--- src/rtl/ml_l3_trig_ctrl.sv ---
// Shutter-trigger controller for ml_l3_pulse_gen: debounces the release key and
// issues single-cycle trig strobes, either one per press or as a timed interval series.
module ml_l3_trig_ctrl #(
  parameter int unsigned CLK_FREQ    = 50_000_000,
  parameter int unsigned DEBOUNCE_MS = 20,
  parameter int unsigned MIN_GAP_MS  = 100
) (
  input  logic       clk_50M,
  input  logic       rst_n,
  input  logic       key_n,
  input  logic       mode,
  input  logic [7:0] interval_s,
  input  logic [7:0] shots,
  output logic       trig,
  output logic       busy,
  output logic [7:0] shot_cnt
);

  localparam logic [63:0] DB_CYC  = 64'(DEBOUNCE_MS) * 64'(CLK_FREQ) / 64'd1000;
  localparam logic [63:0] GAP_CYC = 64'(MIN_GAP_MS) * 64'(CLK_FREQ) / 64'd1000;
  localparam logic [63:0] IVL_MAX = 64'd255 * 64'(CLK_FREQ);

  localparam int DB_W  = $clog2(DB_CYC + 64'd1);
  localparam int CNT_W = $clog2(IVL_MAX + 64'd1);

  localparam logic [DB_W-1:0]  DB_LAST = DB_W'(DB_CYC - 64'd1);
  localparam logic [CNT_W-1:0] GAP_END = CNT_W'(GAP_CYC);
  localparam logic [CNT_W-1:0] CLK_CNT = CNT_W'(CLK_FREQ);

  localparam logic [1:0] IDLE = 2'd0;
  localparam logic [1:0] FIRE = 2'd1;
  localparam logic [1:0] GAP  = 2'd2;
  localparam logic [1:0] WAIT = 2'd3;

  logic             key_meta_q, key_meta_d;
  logic             key_sync_q, key_sync_d;
  logic             key_lvl_q, key_lvl_d;
  logic [DB_W-1:0]  deb_cnt_q, deb_cnt_d;
  logic             press_q, press_d;

  logic [1:0]       state_q, state_d;
  logic             trig_q, trig_d;
  logic [7:0]       shot_cnt_q, shot_cnt_d;
  logic [CNT_W-1:0] tmr_q, tmr_d;
  logic             abort_q, abort_d;
  logic             mode_q, mode_d;
  logic [7:0]       shots_q, shots_d;
  logic [CNT_W-1:0] ivl_cyc_q, ivl_cyc_d;
  logic [7:0]       ivl_eff;

  // The debounce counter only runs while the synced level disagrees with the
  // accepted level, so any bounce back to the accepted level restarts it.
  always_comb begin
    key_meta_d = key_n;
    key_sync_d = key_meta_q;
    key_lvl_d  = key_lvl_q;
    deb_cnt_d  = '0;
    press_d    = 1'b0;
    if (key_sync_q != key_lvl_q) begin
      if (deb_cnt_q == DB_LAST) begin
        key_lvl_d = key_sync_q;
        press_d   = ~key_sync_q;
      end else begin
        deb_cnt_d = deb_cnt_q + DB_W'(1);
      end
    end
  end

  assign ivl_eff = (interval_s == 8'd0) ? 8'd1 : interval_s;

  // tmr is zero in the trig cycle, so GAP and WAIT both measure from the strobe.
  always_comb begin
    state_d    = state_q;
    trig_d     = 1'b0;
    shot_cnt_d = shot_cnt_q;
    tmr_d      = tmr_q + CNT_W'(1);
    abort_d    = abort_q | press_q;
    mode_d     = mode_q;
    shots_d    = shots_q;
    ivl_cyc_d  = ivl_cyc_q;
    case (state_q)
      IDLE: begin
        abort_d = 1'b0;
        tmr_d   = '0;
        if (press_q) begin
          state_d    = FIRE;
          trig_d     = 1'b1;
          mode_d     = mode;
          shots_d    = shots;
          ivl_cyc_d  = CNT_W'(ivl_eff) * CLK_CNT;
          shot_cnt_d = 8'd1;
        end
      end
      FIRE: state_d = GAP;
      GAP: begin
        if (tmr_q == GAP_END) begin
          if (abort_d || !mode_q || (shots_q != 8'd0 && shot_cnt_q == shots_q)) begin
            state_d = IDLE;
          end else begin
            state_d = WAIT;
          end
        end
      end
      WAIT: begin
        if (abort_d) begin
          state_d = IDLE;
        end else if (tmr_q >= ivl_cyc_q - CNT_W'(1)) begin
          state_d    = FIRE;
          trig_d     = 1'b1;
          shot_cnt_d = shot_cnt_q + 8'd1;
          tmr_d      = '0;
        end
      end
      default: state_d = IDLE;
    endcase
  end

  always_ff @(posedge clk_50M or negedge rst_n) begin
    if (!rst_n) begin
      key_meta_q <= 1'b1;
      key_sync_q <= 1'b1;
      key_lvl_q  <= 1'b1;
      deb_cnt_q  <= '0;
      press_q    <= 1'b0;
      state_q    <= IDLE;
      trig_q     <= 1'b0;
      shot_cnt_q <= 8'd0;
      tmr_q      <= '0;
      abort_q    <= 1'b0;
      mode_q     <= 1'b0;
      shots_q    <= 8'd0;
      ivl_cyc_q  <= '0;
    end else begin
      key_meta_q <= key_meta_d;
      key_sync_q <= key_sync_d;
      key_lvl_q  <= key_lvl_d;
      deb_cnt_q  <= deb_cnt_d;
      press_q    <= press_d;
      state_q    <= state_d;
      trig_q     <= trig_d;
      shot_cnt_q <= shot_cnt_d;
      tmr_q      <= tmr_d;
      abort_q    <= abort_d;
      mode_q     <= mode_d;
      shots_q    <= shots_d;
      ivl_cyc_q  <= ivl_cyc_d;
    end
  end

  assign trig     = trig_q;
  assign busy     = (state_q != IDLE);
  assign shot_cnt = shot_cnt_q;

endmodule

--- config.mk ---
export PLATFORM = sky130hd
export DESIGN_NAME = ml_l3_trig_ctrl
export DESIGN_NICKNAME = d
export VERILOG_FILES = /design/src/rtl/ml_l3_trig_ctrl.sv
export SDC_FILE = /design/constraint.sdc
export NUM_CORES = 1
export LEC_CHECK = 0
export ABC_AREA = 1
export CAP_MARGIN = 10
export CORE_UTILIZATION = 35
export DETAILED_ROUTE_END_ITERATION = 10
export DONT_BUFFER_PORTS = 1
export RECOVER_POWER = 25
export SYNTH_ARGS = -nofsm -noshare
export SYNTH_HDL_FRONTEND = slang
export SYNTH_SLANG_ARGS = --single-unit
export TNS_END_PERCENT = 20
--- constraint.sdc ---
create_clock -name clk_50M -period 8.14 [get_ports clk_50M]
set_input_delay 1.628 -clock clk_50M [delete_from_list [all_inputs] [get_ports clk_50M]]
set_output_delay 1.628 -clock clk_50M [all_outputs]
set_load 0.02 [all_outputs]
# Yosys cells after proc, flatten, opt, wreduce, memory -nomap -nowiden
# Cells that the tools add are included.
[totals] ram_bits=0 latchBits=0 romBits=0 ff_bits=106 mem_count=0 inputBits=20 elab_cells=69
[classes] eq_ne=12 mux=23 bitwise=2 n_lt_le_gt_ge=1 addsub=4 shift=0 multipliers=1 div_mod_pow=0 reduce_logical=13
[ops] cell="2-to-1 mux 34 bit" n=2
[ops] cell="one-hot mux 34 bit (2 select lines)" n=1
[ops] cell="2-to-1 mux 20 bit" n=2
[ops] cell="adder 34 x 1 -> 34 bit, second input constant" n=1
[ops] cell="== test 34 x 23 -> 1 bit, second input constant" n=1
[ops] cell=">= comparator 34 bit" n=1
[ops] cell="subtractor 34 x 1 -> 34 bit, second input constant" n=1
[ops] cell="2-to-1 mux 8 bit" n=4
[ops] cell="multiplier 8 x 19 -> 27 bit, second input constant" n=1
[ops] cell="adder 20 x 1 -> 20 bit, second input constant" n=1
[ops] cell="== test 20 bit, second input constant" n=1
[ops] cell="one-hot mux 8 bit (2 select lines)" n=1
[ops] cell="2-to-1 mux 2 bit" n=5
[ops] cell="adder 8 x 1 -> 8 bit, second input constant" n=1
[ops] cell="== test 8 bit" n=1
[ops] cell="logical NOT 8 bit" n=1
[ops] cell="!= test 2 bit, second input constant" n=4
[ops] cell="one-hot mux 2 bit (4 select lines)" n=1
[ops] cell="nonzero test 8 bit" n=1
[ops] cell="2-to-1 mux 1 bit" n=6
[ops] cell="== test 2 bit, second input constant" n=2
[ops] cell="AND reduction 2 bit" n=2
[ops] cell="AND reduction 4 bit" n=1
[ops] cell="nonzero test 2 bit" n=2
[ops] cell="other kinds (11)" n=12

# Longest topological paths before layout
[logic_depth] ltp_word=6 depth_mapped=26 mapped_depth_nobuf=26

# Worst setup path after synthesis
# No wires, ideal clock.
[synth_path] path_kind="in2reg" startpoint="input interval_s[6]" endpoint="register ivl_cyc_q[28]" slack_ps=2333 setup_ps=118 arrival_time_ps=5689 stages=23 n_path_buf=0 path_cell_list="inv_1 -> ha_1 -> nand4_1 -> nand2_1 -> nand2_1 -> nand2_1 -> inv_1 -> ha_1 -> fa_1 -> fa_1 -> inv_1 -> fa_1 -> inv_1 -> ha_1 -> a21oi_1 -> inv_1 -> nor2_1 -> nor2_1 -> nor2_1 -> nand2_1 -> or2_2 -> nand3_1 -> nand2_1"
[synth_via] elab_chain_cells=3
[synth_lines] element="start: declaration" line="12" text="input logic [7:0] interval_s,"
[synth_lines] element="logical NOT 8 bit" line="69" text="assign ivl_eff = (interval_s == 8'd0) ? 8'd1 : interval_s;"
[synth_lines] element="2-to-1 mux 8 bit *" line="69"
[synth_lines] element="multiplier 8 x 19 -> 27 bit *" line="90" text="ivl_cyc_d = CNT_W'(ivl_eff) * CLK_CNT;"
[synth_lines] element="end signal: assignment" line="146" text="ivl_cyc_q <= ivl_cyc_d;"
[synth_lines] element="end: declaration" line="48" text="logic [CNT_W-1:0] ivl_cyc_q, ivl_cyc_d;"
# Mark *: on every way between the ends. The rest lies on a longest branch, timed or not.
# A chain may end at the register's enable or synchronous reset.

# Final worst setup path
[layout_path] startpoint="input interval_s[6]" endpoint="register ivl_cyc_q[30]"
# The elaborated chain is that of the path after synthesis.

==> results by group <==
Status
  • Outcome: completed

CTS
  • CTS tree: built
  • CTS Root Cell: clkbuf_16
  • H-tree level count: 3
  • Longest Clk Path Bufs: 2
  • Clock buffer count from CTS: 9
  • Post-cts sizing count: 0
  • Postcts setup bufs: 0
  • TritonCTS Sinks: 106
  • Reg clk slew, reported paths: 0.08 ns
  • Worst skew pair latency: 0.36 ns
  • CTS Hold Bufs: 0

STA
  • Setup violators final: 0
  • Clk_skew: 0.01160 ns
  • Post-layout min period: 5.854 ns
  • Final Max Slew Viols: 0
  • Fmax: 0.1708 GHz
  • Setup TNS: 0 ns
  • Final worst-path cycle share: 71.91%
  • Final Hold Viols: 0
  • RSZ-0062 raised after global routing: no
  • Max-slew headroom at the worst pin: 28.65%
  • Slew at the pin with the worst max-slew slack: 1.064 ns

Yosys
  • Adder-cell area share of the yosys netlist: 20.00%
  • Cell taking the most area after synthesis: dfrtp_1
  • Syn Nets: 1368
  • Post-Syn Instances: 1224
  • Netlist cell types: 43
  • Post-synth EDFFs: 0
  • Main combinational cell family by area after synthesis: simple AND/OR/NAND/NOR gates
  • Most common cell in the synthesized netlist: nand2_1
  • Synth top area share: 27.95%
  • Flip-flop and latch count after synthesis: 106
  • Largest cells by area after synthesis: dfrtp_1 (28%), nand2_1 (12%), ha_1 (12%)
  • Synth Area in XOR/XNOR: 7.504%
  • Mux cell area share after synthesis: 0.1086%
  • Simple-Gate Fraction of Synth Area: 28.13%
  • Sequential-to-total area share from yosys stat: 28.81%
  • Fraction of registers with async set/reset: 100.0%
  • Top_reg_cell synth: dfrtp_1
  • Mapped cell area: 0.009220 mm^2
  • Synth Warn #: 0
  • Compound-Gate Fraction of Synth Area: 6.867%
  • Mean Syn Cell Area: 7.533 um^2
  • Synth cell count leaders: nand2_1 (292), inv_1 (182), nor2_1 (124)

Global route
  • Largest net degree at the start of global routing: 107
  • Vias in the first global route: 7441
  • Initial antenna violation count: 0
  • Gr ovfl total: 0
  • Total Routing Usage GR: 17.35%
  • Global-route wire length before repair: 37.02 mm

Power and ir drop
  • Maximum vdd drop: 0.1794 mV
  • Net Sw Frac: 41.99%
  • NetSw: 833.3 uW
  • Clock share of power: 25.2%
  • Sequential share of power: 26.7%
  • Comb power frac: 48.2%
  • Leak: 0.004759 uW
  • Internal power: 1151 uW
  • Pwr Density: 200.5 mW/mm^2

Routing
  • Starting DRT DRC Count: 455
  • Drt drc: 0
  • Drt wl/cell: 14.27 um
  • DR vias: 7564
  • Initial DRT Pass Iterations: 5
  • Drt via density: 4.855
  • Routed WL: 22.23 mm
  • Antenna Violating Nets Remaining: 0

Die
  • Rows: 59
  • IO Pins: 30
  • Placeable Area: 0.02598 mm^2
  • Die area: 0.02700 mm^2
  • Starting density of the core: 35.48%
  • Die H: 164.3 um
  • DIE WIDTH: 164.3 um

Placement
  • Dpl hpwl: 17.70 mm
  • DP Cell Count: 1542
  • Count of input and output buffers: 0
  • Placer Congestion: 0.9116

Critical path
  • Crit start category: input pin
  • Slowest stage cell, crit path: fa_1
  • Max incr delay on CP: 0.54 ns
  • Required @ worst endpoint: 8.38 ns
  • Crit-path cells: inv_1, ha_1, nand4_1, nand2_1, nand2_1, nand2_1, inv_1, ha_1, fa_1, fa_1, inv_1, fa_1, inv_1, ha_1, a21oi_1, inv_1, a21oi_1, nor2_1, nor3_1, nand3_1, nand3_1, nand2_1
  • CP dominant cell by count: inv_1
  • CP max FO: 6
  • CP endpoint kind: flop
  • Crit Path Category: in -> reg
  • Data arrival, critical path: 6.09 ns
  • Reg-to-reg slack, setup: 4.46 ns

Layout
  • Fillers: 2774
  • Layout cell share with drive strength beyond 1: 4.170%
  • N_diodes: 0
  • Layout area overhead: 7.328%
  • Final Non-Filler Cells: 1558
  • NumNets Final: 1362

Run
  • Max Cap Viol: 0

Worst hold path
  • Worst hold-check path type: reg -> reg
[critical path: cells and delay by family]
family | cells | cell delay [ns]
adders and majority gates | 6 | 2.48
and+or+nand+nor | 9 | 1.17
AOI/OAI and AO/OA | 2 | 0.47
buffers and inverters | 5 | 0.33
[final cells by class]
cell class / instances / area (um^2) / share of cell area (%)
sequential: 106 / 2656 / 26.84
timing repair buffer: 1 / 7.507 / 0.07586
inverter: 186 / 698.2 / 7.055
clock inverter: 7 / 116.4 / 1.176
multi-input combinational: 914 / 5773 / 58.34
tap: 335 / 419.2 / 4.236
clock buffer: 9 / 225.2 / 2.276
[logic make-up (layout without fill, tap and decap cells)]
group / after synthesis / in the layout
DFF: 106 / 106
and+or+nand+nor: 591 / 591
buffers and inverters: 204 / 203
xor gates and xnor gates: 79 / 79
adders and majority gates: 124 / 124
AOI/OAI and AO/OA: 119 / 119
muxes: 1 / 1
[path summary, 6_finish.rpt]
path	start	to	cells after the start
min in group asynchronous	rst_n	tmr_q[6]	0
min reg2reg	key_meta_q	key_sync_q	0
max in group asynchronous	rst_n	key_meta_q	0
min	key_meta_q	key_sync_q	0
max reg2reg	ivl_cyc_q[7]	tmr_q[14]	21
max	interval_s[6]	ivl_cyc_q[30]	22
[cells in the final DEF, fill, tap and decap left out, types with 3 or more instances in the layout]
| cell | count |
|---|---|
| a21oi_1 | 71 |
| clkbuf_16 | 9 |
| dfrtp_1 | 103 |
| dfstp_2 | 3 |
| fa_1 | 39 |
| ha_1 | 85 |
| inv_1 | 182 |
| nand2_1 | 292 |
| nand2_2 | 3 |
| nand3_1 | 69 |
| nand4_1 | 25 |
| nor2_1 | 124 |
| nor2_2 | 5 |
| nor2_4 | 3 |
| nor3_1 | 36 |
| nor3_2 | 3 |
| nor3b_1 | 5 |
| nor4_1 | 10 |
| o21a_1 | 3 |
| o21ai_0 | 33 |
| o21bai_1 | 4 |
| or2_2 | 6 |
| xnor2_1 | 23 |
| xor2_1 | 56 |
[power groups by stage]
| stage | clock [uW] | sequential [uW] | combinational, uW |
|---|---|---|---|
| floorplan | 0 | 540 | 722 |
| global placement | 0 | 540 | 956 |
| detailed placement | 0 | 540 | 950 |
| CTS | 516 | 529 | 957 |
| global route | 538 | 529 | 1090 |
| finish | 500 | 529 | 956 |
[state kept, by name, summed over array words and instances (netlist names), 2 cells and up]
name       flops
tmr_q         34
deb_cnt_q     20
shot_cnt       8
shots_q        8
ivl_cyc_q     27
state_q        2
[per-stage QoR]
step	cell area, um^2	setup slack, ns	power (uW)	utilization (%)	hold slack (ns)
after CTS	9896	2.303	2002	38.08	0.3649
final	9896	2.286	1985	38.08	0.3612
after global placement	9554	1.994	1496	36.77	0.3549
after global routing	9896	1.935	2158	38.08	0.3663
after floorplan	9220	2.333	1262	-	0.3452
after detailed placement	9554	1.929	1489	36.77	0.3525
[layer usage]
| metal | share of wire (%) | track usage (%) | wire length [um] |
|---|---|---|---|
| met1 | 47 | 23.08 | 10560 |
| met2 | 49 | 29.63 | 10820 |
| met3 | 2.6 | 2.626 | 572 |
| met4 | 1.3 | 3.577 | 278 |
| met5 | 0 | 0 | 0 |
Note: power is estimated with default switching activity, not from simulation.
==> edit 1, RTL diff (same flow settings) <==
Register the inputs `key_n`, `mode`, `interval_s` and `shots` before use, without a reset. The logic sees them one clock later.
--- a/src/rtl/ml_l3_trig_ctrl.sv
+++ b/src/rtl/ml_l3_trig_ctrl.sv
@@ -32,6 +32,18 @@
   localparam logic [1:0] GAP  = 2'd2;
   localparam logic [1:0] WAIT = 2'd3;
 
+  logic key_n_q;
+  logic mode_r;
+  logic [7:0] interval_s_q;
+  logic [7:0] shots_r;
+
+  always_ff @(posedge clk_50M) begin
+    key_n_q      <= key_n;
+    mode_r       <= mode;
+    interval_s_q <= interval_s;
+    shots_r      <= shots;
+  end
+
   logic             key_meta_q, key_meta_d;
   logic             key_sync_q, key_sync_d;
   logic             key_lvl_q, key_lvl_d;
@@ -51,7 +63,7 @@
   // The debounce counter only runs while the synced level disagrees with the
   // accepted level, so any bounce back to the accepted level restarts it.
   always_comb begin
-    key_meta_d = key_n;
+    key_meta_d = key_n_q;
     key_sync_d = key_meta_q;
     key_lvl_d  = key_lvl_q;
     deb_cnt_d  = '0;
@@ -66,7 +78,7 @@
     end
   end
 
-  assign ivl_eff = (interval_s == 8'd0) ? 8'd1 : interval_s;
+  assign ivl_eff = (interval_s_q == 8'd0) ? 8'd1 : interval_s_q;
 
   // tmr is zero in the trig cycle, so GAP and WAIT both measure from the strobe.
   always_comb begin
@@ -85,8 +97,8 @@
         if (press_q) begin
           state_d    = FIRE;
           trig_d     = 1'b1;
-          mode_d     = mode;
-          shots_d    = shots;
+          mode_d     = mode_r;
+          shots_d    = shots_r;
           ivl_cyc_d  = CNT_W'(ivl_eff) * CLK_CNT;
           shot_cnt_d = 8'd1;
         end
Function: same outputs for any inputs over 10 cycles, from zero or initial values and one cycle with rst_n low; that may be too few to reach the edited logic, so the function may still have changed.
==> edit 1 against the original RTL <==
  * Total power is 20% higher
  * Area after synthesis is 6.8% higher
  * Cell count is 6.5% higher
  * Worst setup slack better by 770 ps
  * Sequential power is 19% higher
  * Routed wire length is 3.2% higher
  * Worst hold slack worse by 56 ps
  * Sequential share of layout area is 1.0 points higher
  * Fmax is 15% higher
  * Sequential cell count is 18 higher
  * Critical endpoint unchanged
  * Cell area is 9.3% higher
==> edit 1: results (changes against the original RTL) <==
The number of H-tree levels is 4 (was 3). The global placer's final weighted congestion came out at 0.853 (was 0.912). The HPWL after detailed placement is 18.1 mm (was 17.7 mm). The average routed wire per standard cell is 13.8 um (was 14.3 um).

The synthesized-area fraction occupied by xor and xnor cells is 0.0676 (was 0.0750). Status: finished clean (unchanged). The logic depth of the worst register-to-register path came out at 23 (was 21).

The post-route clock skew is 13.4 ps (was 11.6 ps). The register area share after synthesis came out at 0.306 (was 0.288). The met3 track demand over resource is 0.0329 (was 0.0263). The arrival time of data at the critical path endpoint is 5350 ps (was 6090 ps).

The number of cells on the worst hold path came to 0 (unchanged). The worst-case vdd ir drop came to 0.236 mV (was 0.179 mV). The met2 layer wire length in the routed design is 11.0 mm (was 10.8 mm). The total wirelength of the detailed-routed design came to 22.9 mm (was 22.2 mm). The met1 global-route usage came to 0.226 (was 0.231). The clock latency at the later pin of the worst-skew pair is 430 ps (was 360 ps).

The number of cells after detailed placement is 1627 (was 1542). The routing usage on met2 came out at 0.285 (was 0.296). The slew at the pin with the worst max-slew slack is 940 ps (was 1060 ps). The wire length on met1 is 10.9 mm (was 10.6 mm).

The fraction of the mapped netlist area in compound gates is 0.0761 (was 0.0687). The endpoint of the worst-slack reg-to-reg timing path is ivl_cyc_q[30] (was tmr_q[14]). The startpoint of the worst hold path was key_meta_d (was key_meta_q).

The first-pass GRT wire length came out at 39.0 mm (was 37.0 mm). The multiplexer area fraction after synthesis is 0.00102 (was 0.00109). The area after detailed placement is 10200 um2 (was 9550 um2).

The adder and majority gate portion of the synthesized area is 0.187 (was 0.200). The proportion of layout cells with a drive suffix above 1 is 0.0874 (was 0.0417). The proportion of register bits with asynchronous set or reset after synthesis is 0.855 (was 1.00). The worst hold slack after final layout came to 305 ps (was 361 ps).

The mean area per synthesized cell came out at 7.79 um2 (was 7.53 um2). The leakage power total is 5.44 nW (was 4.76 nW). The number of vias per cell after detailed routing is 4.77 (was 4.85). The number of buffers created by CTS came out at 17 (was 9).

The clock slew seen by the registers of the worst setup and hold paths is 60 ps (was 80 ps). Top cell types by occurrence after synthesis: sky130_fd_sc_hd__nand2_1 (293), sky130_fd_sc_hd__inv_1 (188), sky130_fd_sc_hd__nor2_1 (125) (was sky130_fd_sc_hd__nand2_1 (292), sky130_fd_sc_hd__inv_1 (182), sky130_fd_sc_hd__nor2_1 (124)). The global-route usage over all layers came out at 0.172 (was 0.174).

The post-CTS setup buffer count is 0 (unchanged). The hold-critical path endpoint is key_meta_q (was key_sync_q). The distinct cell type count after synthesis came out at 48 (was 43). The number of global-route vias before repair came out at 7888 (was 7441).

The worst flop-to-flop path startpoint was interval_s_q[6] (was ivl_cyc_q[7]). Synth area leaders: sky130_fd_sc_hd__dfrtp_1 (26%), sky130_fd_sc_hd__nand2_1 (11%), sky130_fd_sc_hd__ha_1 (11%) (was sky130_fd_sc_hd__dfrtp_1 (28%), sky130_fd_sc_hd__nand2_1 (12%), sky130_fd_sc_hd__ha_1 (12%)). The wire length on met3 came out at 706 um (was 572 um). The starting DRC count in detailed routing came out at 407 (was 455). The net count after synthesis was 1409 (was 1368).
==> edit 1: cell types whose count changed after synthesis, moves of 6 or more <==
cell,before,now
sky130_fd_sc_hd__a21oi_2,2,31
sky130_fd_sc_hd__a21oi_1,71,43
sky130_fd_sc_hd__dfxtp_1,0,18
sky130_fd_sc_hd__nor2_2,5,12
sky130_fd_sc_hd__inv_1,182,188
sky130_fd_sc_hd__nor3_1,36,30
==> edit 1: report_power, final <==
group / internal (mW) / total, mW / switching, mW
clock: 0.463 / 0.782 / 0.319
combinational: 0.348 / 0.966 / 0.618
sequential: 0.622 / 0.627 / 0.00487
==> edit 1: area by class of cell <==
| cell class | instances | area, um2 |
|---|---|---|
| well taps | 378 | 473 |
| flip-flops and latches | 124 | 3020 |
| clock inverters | 15 | 178 |
| multi-input cells | 928 | 5980 |
| inverters | 195 | 732 |
| fillers | 2837 | 16900 |
| clock buffers | 17 | 425 |
| repair buffers | 2 | 15.0 |
==> edit 1: kinds of logic (layout without fill, tap and decap cells) <==
| kind of cell | Yosys count | count (layout) |
|---|---|---|
| fa+ha+maj | 124 | 124 |
| flops | 124 | 124 |
| buf+inv | 213 | 229 |
| simple gates | 605 | 605 |
| xor+xnor | 76 | 76 |
| compound gates | 122 | 122 |
| mux | 1 | 1 |
==> edit 1: worst max path at each step <==
stage / cells past startpoint / start / to / slack, ps
2_1_floorplan: 23 / interval_s_q[6] / ivl_cyc_q[30] / 3640
3_3_place_gp: 23 / interval_s_q[6] / ivl_cyc_q[30] / 3190
3_5_place_dp: 23 / interval_s_q[6] / ivl_cyc_q[30] / 3090
4_1_cts: 23 / interval_s_q[6] / ivl_cyc_q[30] / 3060
5_1_grt: 23 / interval_s_q[6] / ivl_cyc_q[30] / 2680
6_report: 23 / interval_s_q[6] / ivl_cyc_q[30] / 3060
==> edit 2, RTL diff (same settings) <==
Made on the original files. The parameter `DEBOUNCE_MS` goes from 20 to 40.
--- a/src/rtl/ml_l3_trig_ctrl.sv
+++ b/src/rtl/ml_l3_trig_ctrl.sv
@@ -2,7 +2,7 @@
 // issues single-cycle trig strobes, either one per press or as a timed interval series.
 module ml_l3_trig_ctrl #(
   parameter int unsigned CLK_FREQ    = 50_000_000,
-  parameter int unsigned DEBOUNCE_MS = 20,
+  parameter int unsigned DEBOUNCE_MS = 40,
   parameter int unsigned MIN_GAP_MS  = 100
 ) (
   input  logic       clk_50M,
Formal check against the unedited RTL: same outputs for any inputs over 10 cycles, from zero or initial values and one cycle with rst_n low; that may be too few to reach the edited logic, so the function may still have changed.
==> edit 2 against the original RTL <==
  * Combinational power hardly changed
  * Synthesized cell count up 3.8%
  * Total power decreased by 2.2%
  * Cell count rose by 3.5%
  * Critical path depth stayed put
  * Cell area up 4.2%
  * Clock skew rose by 3.8 ps
  * Worst hold slack hardly changed
  * Area after synthesis rose by 5.1%
  * Routed wire length grew 2.4%
  * Utilization increased by 0.079 points
  * Clock power is 10% lower
  * Sequential cell count up 1
  * Worst setup slack improved by 48 ps
  * Largest cell class unchanged
==> edit 2: results (changes against the original RTL) <==
The total wirelength of the detailed-routed design was 22.8 mm (was 22.2 mm). The final-layout fill cell count is 2857 (was 2774). The arrival time of data at the critical path endpoint came out at 6060 ps (was 6090 ps). The switching share of power came out at 0.430 (was 0.420).

The number of cells after detailed placement came to 1597 (was 1542). The endpoint of the worst-slack reg-to-reg timing path is tmr_q[30] (was tmr_q[14]). The share of the final layout cell area in multi-input gates was 0.586 (was 0.583).

The largest net degree at the start of global routing is 108 (was 107). The combinational power share came out at 0.493 (was 0.482). The number of clock sinks came out at 107 (was 106).

The global-route usage over all layers was 0.171 (was 0.174). The pre-CTS setup slack is 1950 ps (was 1930 ps). The clock buffer count in the final layout came to 10 (was 9). The register-to-register setup slack is 4860 ps (was 4460 ps). Status: finished clean (unchanged). The proportion of layout cells with a drive suffix above 1 was 0.0778 (was 0.0417).

The HPWL after detailed placement is 18.3 mm (was 17.7 mm). The net count after synthesis came out at 1415 (was 1368). Synth area leaders: sky130_fd_sc_hd__dfrtp_1 (27%), sky130_fd_sc_hd__ha_1 (11%), sky130_fd_sc_hd__nand2_1 (11%) (was sky130_fd_sc_hd__dfrtp_1 (28%), sky130_fd_sc_hd__nand2_1 (12%), sky130_fd_sc_hd__ha_1 (12%)). The final critical delay including setup and external delays is 5810 ps (was 5850 ps).

The post-synthesis instance total came out at 1271 (was 1224). The area fraction of clock buffers and clock inverters came out at 0.0292 (was 0.0345). The leakage power total is 5.04 nW (was 4.76 nW). The starting DRC count in detailed routing was 370 (was 455).

The count of plain and timing-repair buffers in the layout is 2 (was 1). The worst hold slack after final layout came out at 361 ps (about the same). The non-clock inverter instance count of the final layout came out at 224 (was 186). The sequential standard cell area came out at 2680 um2 (was 2660 um2).
==> edit 2: changes by cell type after synthesis, sizes merged, moves of 4 or more <==
cell,change
nor4,-4
o21ai,+14
xor2,-5
nand2,-14
nand3b,+5
inv,+39
nand4,+13
==> edit 2: per-layer routing <==
metal | vias to the layer above | global-route usage | routed length [um]
met4 | 0 | 0.0478 | 388
li1 | 4053 | - | -
met1 | 3722 | 0.229 | 10900
met5 | - | 0 | 0
met2 | 86 | 0.292 | 10800
met3 | 22 | 0.0183 | 634
==> edit 2: logic make-up after synthesis <==
| group | synth area share |
|---|---|
| AND/OR/NAND/NOR | 0.279 |
| buffers and inverters | 0.0988 |
| AO/OA/AOI/OAI | 0.0869 |
| adder cells (fa/ha/maj) | 0.190 |
| flip-flops | 0.277 |
| XOR/XNOR | 0.0669 |
| multiplexers | 0.00103 |
